===== src/rtl/sw_cond_pkg.sv =====
// -----------------------------------------------------------------------------
// sw_cond_pkg
// Shared definitions for the switch conditioner: the debouncer state type and
// the default configuration constants used by the top and the testbench.
// -----------------------------------------------------------------------------
`timescale 1ns/1ps
package sw_cond_pkg;

   typedef enum logic {
      IDLE     = 1'b0,
      SETTLING = 1'b1
   } state_t;

   localparam int SW_WIDTH           = 10;
   localparam int SW_SYNC_STAGES     = 2;
   localparam int SW_DEBOUNCE_CYCLES = 8;

endpackage : sw_cond_pkg


===== src/rtl/sync_chain.sv =====
// -----------------------------------------------------------------------------
// sync_chain
// Multi-flop synchronizer for a bus of asynchronous inputs. Every bit passes
// through STAGES flops in series; q_o is the last stage.
//
// Ports:
//   clk_i  in   system clock, rising edge
//   reset  in   asynchronous, active-low reset (all stages cleared to 0)
//   d_i    in   asynchronous input bus, WIDTH bits
//   q_o    out  synchronized bus, WIDTH bits
// -----------------------------------------------------------------------------
`timescale 1ns/1ps
module sync_chain #(
   parameter int WIDTH  = 10,
   parameter int STAGES = 2
) (
   input  logic             clk_i,
   input  logic             reset,
   input  logic [WIDTH-1:0] d_i,
   output logic [WIDTH-1:0] q_o
);

   // stage_q[0] is the first (metastability-exposed) stage.
   logic [STAGES-1:0][WIDTH-1:0] stage_q;
   logic [STAGES-1:0][WIDTH-1:0] stage_d;

   always_comb begin
      stage_d = {stage_q[STAGES-2:0], d_i};
   end

   always_ff @(posedge clk_i or negedge reset) begin
      if (!reset) begin
         stage_q <= '0;
      end else begin
         stage_q <= stage_d;
      end
   end

   assign q_o = stage_q[STAGES-1];

endmodule : sync_chain


===== src/rtl/switch_conditioner.sv =====
// -----------------------------------------------------------------------------
// switch_conditioner
// Synchronizes and debounces the raw board switch bus and presents the result
// to the processor's switch operand input. Each accepted change raises a held
// change flag that the consumer clears with an acknowledge; a change accepted
// while the flag is still pending sets a sticky overflow flag.
//
// Ports:
//   clk_i           in   system clock, rising edge
//   reset           in   asynchronous, active-low reset
//   switches_raw_i  in   raw asynchronous switch pins, WIDTH bits
//   freeze_i        in   (only with SWITCH_COND_FREEZE_EN) hold outputs steady
//   switches_o      out  debounced stable value, WIDTH bits
//   change_valid_o  out  accepted change pending acknowledge
//   change_ack_i    in   consumer acknowledge
//   change_ovf_o    out  sticky: change accepted while one was still pending
//   busy_o          out  debouncer is settling a candidate value
//
// Build option: define SWITCH_COND_FREEZE_EN to add freeze_i. While frozen the
// debouncer keeps running but publication of a new value (and acknowledges)
// is deferred until the first unfrozen edge.
// -----------------------------------------------------------------------------
`timescale 1ns/1ps
module switch_conditioner
   import sw_cond_pkg::*;
#(
   parameter int WIDTH           = SW_WIDTH,
   parameter int SYNC_STAGES     = SW_SYNC_STAGES,
   parameter int DEBOUNCE_CYCLES = SW_DEBOUNCE_CYCLES
) (
   input  logic             clk_i,
   input  logic             reset,
   input  logic [WIDTH-1:0] switches_raw_i,
`ifdef SWITCH_COND_FREEZE_EN
   input  logic             freeze_i,
`endif
   output logic [WIDTH-1:0] switches_o,
   output logic             change_valid_o,
   input  logic             change_ack_i,
   output logic             change_ovf_o,
   output logic             busy_o
);

   localparam int CNT_W = $clog2(DEBOUNCE_CYCLES);
   localparam logic [CNT_W-1:0] CNT_MAX = CNT_W'(DEBOUNCE_CYCLES - 1);

   logic [WIDTH-1:0] sync_q;

   state_t           state_q,  state_d;
   logic [WIDTH-1:0] cand_q,   cand_d;
   logic [CNT_W-1:0] cnt_q,    cnt_d;
   // deb_q is the most recently debounced value; stable_q is the value that
   // has been published. They only differ while publication is frozen.
   logic [WIDTH-1:0] deb_q,    deb_d;
   logic [WIDTH-1:0] stable_q, stable_d;
   logic             valid_q,  valid_d;
   logic             ovf_q,    ovf_d;

   logic             publish_ok;
   logic             accept;
   logic             ack_eff;

   sync_chain #(
      .WIDTH  (WIDTH),
      .STAGES (SYNC_STAGES)
   ) u_sync (
      .clk_i (clk_i),
      .reset (reset),
      .d_i   (switches_raw_i),
      .q_o   (sync_q)
   );

`ifdef SWITCH_COND_FREEZE_EN
   assign publish_ok = ~freeze_i;
`else
   assign publish_ok = 1'b1;
`endif

   // Debouncer: the whole vector settles as one unit.
   always_comb begin
      state_d = state_q;
      cand_d  = cand_q;
      cnt_d   = cnt_q;
      deb_d   = deb_q;
      unique case (state_q)
         IDLE: begin
            if (sync_q != deb_q) begin
               cand_d  = sync_q;
               cnt_d   = '0;
               state_d = SETTLING;
            end
         end
         SETTLING: begin
            if (sync_q != cand_q) begin
               cand_d = sync_q;
               cnt_d  = '0;
            end else if (cnt_q != CNT_MAX) begin
               cnt_d = cnt_q + CNT_W'(1);
            end else begin
               // A candidate equal to the old value (glitch that returned)
               // leaves deb unchanged, so no event follows.
               deb_d   = cand_q;
               cnt_d   = '0;
               state_d = IDLE;
            end
         end
         default: begin
            state_d = IDLE;
         end
      endcase
   end

   // Publication and change handshake. Using deb_d lets a fresh acceptance
   // publish on the completion edge itself; a deferred one publishes on the
   // first unfrozen edge.
   always_comb begin
      stable_d = stable_q;
      valid_d  = valid_q;
      ovf_d    = ovf_q;
      accept   = publish_ok && (deb_d != stable_q);
      ack_eff  = publish_ok && change_ack_i && valid_q;

      if (accept) begin
         stable_d = deb_d;
      end

      if (ack_eff) begin
         valid_d = 1'b0;
         ovf_d   = 1'b0;
      end

      if (accept) begin
         valid_d = 1'b1;
         // A simultaneous acknowledge consumes the old event, so no overflow.
         if (valid_q && !ack_eff) begin
            ovf_d = 1'b1;
         end
      end
   end

   always_ff @(posedge clk_i or negedge reset) begin
      if (!reset) begin
         state_q  <= IDLE;
         cand_q   <= '0;
         cnt_q    <= '0;
         deb_q    <= '0;
         stable_q <= '0;
         valid_q  <= 1'b0;
         ovf_q    <= 1'b0;
      end else begin
         state_q  <= state_d;
         cand_q   <= cand_d;
         cnt_q    <= cnt_d;
         deb_q    <= deb_d;
         stable_q <= stable_d;
         valid_q  <= valid_d;
         ovf_q    <= ovf_d;
      end
   end

   assign switches_o     = stable_q;
   assign change_valid_o = valid_q;
   assign change_ovf_o   = ovf_q;
   assign busy_o         = (state_q == SETTLING);

endmodule : switch_conditioner

===== config.mk =====
export PLATFORM = sky130hd
export DESIGN_NAME = switch_conditioner
export DESIGN_NICKNAME = d
export VERILOG_FILES = /design/src/rtl/sw_cond_pkg.sv /design/src/rtl/sync_chain.sv /design/src/rtl/switch_conditioner.sv
export SDC_FILE = /design/constraint.sdc
export NUM_CORES = 1
export LEC_CHECK = 0
export ABC_AREA = 1
export BUFFER_PORTS_ARGS = -buffer_cell sky130_fd_sc_hd__buf_2
export CAP_MARGIN = 20
export CORE_MARGIN = 10
export CORE_UTILIZATION = 58
export CTS_CLUSTER_DIAMETER = 150
export CTS_CLUSTER_SIZE = 24
export DETAILED_ROUTE_END_ITERATION = 10
export PLACE_DENSITY = 0.9
export SYNTH_ARGS = -nofsm -noshare
export SYNTH_HDL_FRONTEND = slang
export SYNTH_HIERARCHICAL = 1
export SYNTH_SLANG_ARGS = --single-unit
export TNS_END_PERCENT = 5

===== constraint.sdc =====
create_clock -name clk_i -period 2.8 [get_ports clk_i]
set_input_delay 0.14 -clock clk_i [delete_from_list [all_inputs] [get_ports clk_i]]
set_output_delay 0.14 -clock clk_i [all_outputs]
set_load 0.01 [all_outputs]

==> results.tsv <==
metric	value	unit
status	complete, no violations	
Slew Limit Fails	0	
met2 WL	2.97	mm
clk_lat worst skew	0.32	ns
CTS Buf Count	5	
Unique masters post-synth	31	
final WL	5.78	mm
dpl cell area	2780	um2
Overall Global Routing Usage	16.4	%
Worst-Margin Slew	0.920	ns
Die Y-Extent	86.9	um
antenna diode count	0	
Worst EP required	3.01	ns
startpoint types	register	
post-synth top area share	54.0	%
clock sinks	56	
Yosys warning count	6	
max cap viols	0	
initial antenna violation count	0	
Final Core Density	68.5	%
final period utilization	88.9	%
Clock Pin Slew Worst Setup and Hold Paths	0.10	ns
Synth Instances	290	
PwrDens	475	nW/um2
number of global-route vias before repair	2126	
grt ovf	0	
relative slew slack	38.5	%
fin worst setup slack	0.311	ns
clk_skew	0.00647	ns
CTS max path bufs	2	
dominant cell type by area after synthesis	dfrtp_1	
first-pass GRT wire length	9.89	mm
depth of the worst register-to-register path	10	
syn nets	305	
Final Cell Area	2980	um2
Met3 Wirelength	440	um
PortBufs	25	
count of state elements after synthesis	56	
Via-to-Cell Ratio	5.51	
Max Freq	0.402	GHz
number of DRC markers in iteration 0	200	
Max H-tree Level	2	
Core ar.	4350	um2
ys flop type	dfrtp_1	
largest net degree at the start of global routing	44	
Worst Hold Class	in -> reg	
final hold violations	0	
Post-synth top cells	nand2_1, dfrtp_1, inv_1	
gpl congestion	0.948	
IO Count	26	
static leakage	1.64	nW
layout cells sized above 1	22.0	%
CTS tree	yes	
post-route antenna net violation count	0	
FFs w/ async S/R, synth	100	%
CP Capture Type	register	
Clk Tree Root Cell	clkbuf_8	
top post-synthesis cells by area	dfrtp_1, nand2_1, inv_1	
Seq/Total Area, Yosys	54.0	%
kind of critical path	reg -> reg	
Tmin final	2.49	ns
nets@finish	346	
WP data arrival	2.70	ns
Area growth syn-to-layout	14.9	%
Starting Density	59.6	%
DR WL/cell	15.0	um
Die Wd	86.9	um
crit path max fanout	16	
Setup-failing EPs final	0	
final HPWL from detailed placement	4.23	mm
worst slack, placed	0.361	ns
total power	1.42	mW
DR vias	2115	
count leader, synth	nand2_1	
setup TNS	0	ns
Top Layer Used	met4	
Netlist Area Pre-Place	2590	um2
M1 WL	2.31	mm
syn avg cell area	8.95	um2
Worst Hold Path Cells	4	
RSZ-0062 raised after global routing	no	
1st-pass router iterations	4	
VDD IR max	403	uV
number of flops mapped to enable cells by yosys	0	
row count	24	
Gates resized, CTS repair	0	
# DRC	0	
Die Area	7550	um2
layout make-up:
cell class,instances,area (um2)
flip-flops and latches,56,1400
fillers,286,1370
multi-input cells,194,1040
repair buffers,38,250
inverters,36,135
clock buffers,5,68.8
well taps,52,65.1
clock inverters,3,22.5
routing by layer:
metal | global-route usage [%] | vias up
met5 | 0 | -
met2 | 27.6 | 86
li1 | - | 996
met3 | 4.68 | 6
met4 | 4.57 | 0
met1 | 19.7 | 1027
logic make-up (layout without fill, tap and decap cells):
family	Yosys count	count (layout)	synth area share, %
XOR/XNOR	4	4	1.35
buffers and inverters	40	82	5.98
flip-flops	56	56	54.0
AND/OR/NAND/NOR	168	168	33.1
AO/OA/AOI/OAI	20	20	4.58
adder cells (fa/ha/maj)	2	2	0.964
layout by cell type (no fill, tap or decap), types with 6 or more instances in the layout:
cell,count
buf_2,25
inv_1,26
dfrtp_1,56
nand2_2,6
nor2_1,7
nand3_1,18
dlygate4sd3_1,11
inv_2,10
o21ai_0,11
nand3_2,8
nand2_1,103
per-stage QoR:
step / hold WS, ns / instances
after floorplan: -0.156 / 290
after global placement: 0.248 / 365
after detailed placement: 0.250 / 365
after CTS: 0.157 / 384
after global routing: 0.169 / 384
final: 0.155 / 384
where the power goes:
part	internal, mW	switching, mW	total (mW)	leakage (nW)
Combinational	0.0433	0.0682	0.111	0.885
Sequential	0.832	0.0219	0.854	0.705
Clock	0.180	0.271	0.450	0.0485
flip-flops by register name (all words and copies together) (netlist names), named ones only:
register	flops
u_sync/stage_d	10
busy_o	1
switches_o	10
deb_q	10
cand_q	10
u_sync/q_o	10
cnt_q	3
change_valid_o	1
worst max-delay path, cell delays in order (launching register included):
cell and delay [ns]:
dfrtp_1 0.39, ha_1 0.16, ha_1 0.63, nand3_2 0.30, nand2_1 0.13, nand3_1 0.09
nand2_1 0.10, nand2_1 0.07, nor2_2 0.13, nand3_1 0.14, or2_1 0.24
worst paths after layout:
path                                                      to                    startpoint  slack (ns)
worst max-delay path              change_valid_o$_DFFE_PN0P_          cnt_q[0]$_DFFE_PN0P_        0.31
worst min-delay path                                register                  change_ack_i        0.16
worst max register to register    change_valid_o$_DFFE_PN0P_          cnt_q[0]$_DFFE_PN0P_        0.31
worst min register to register       u_sync/q_o[2]$_DFF_PN0_  u_sync/stage_d[12]$_DFF_PN0_        0.36
max in group asynchronous          switches_o[7]$_DFFE_PN0P_                         reset        1.67
min in group asynchronous       u_sync/stage_d[12]$_DFF_PN0_                         reset        0.47
timing repair:
item / in CTS / in global routing
endpoints found under the hold margin: 51 / 0
setup buffers: 0 / 0
hold buffers: 11 / 0
Power figures use the tool's default switching activity.
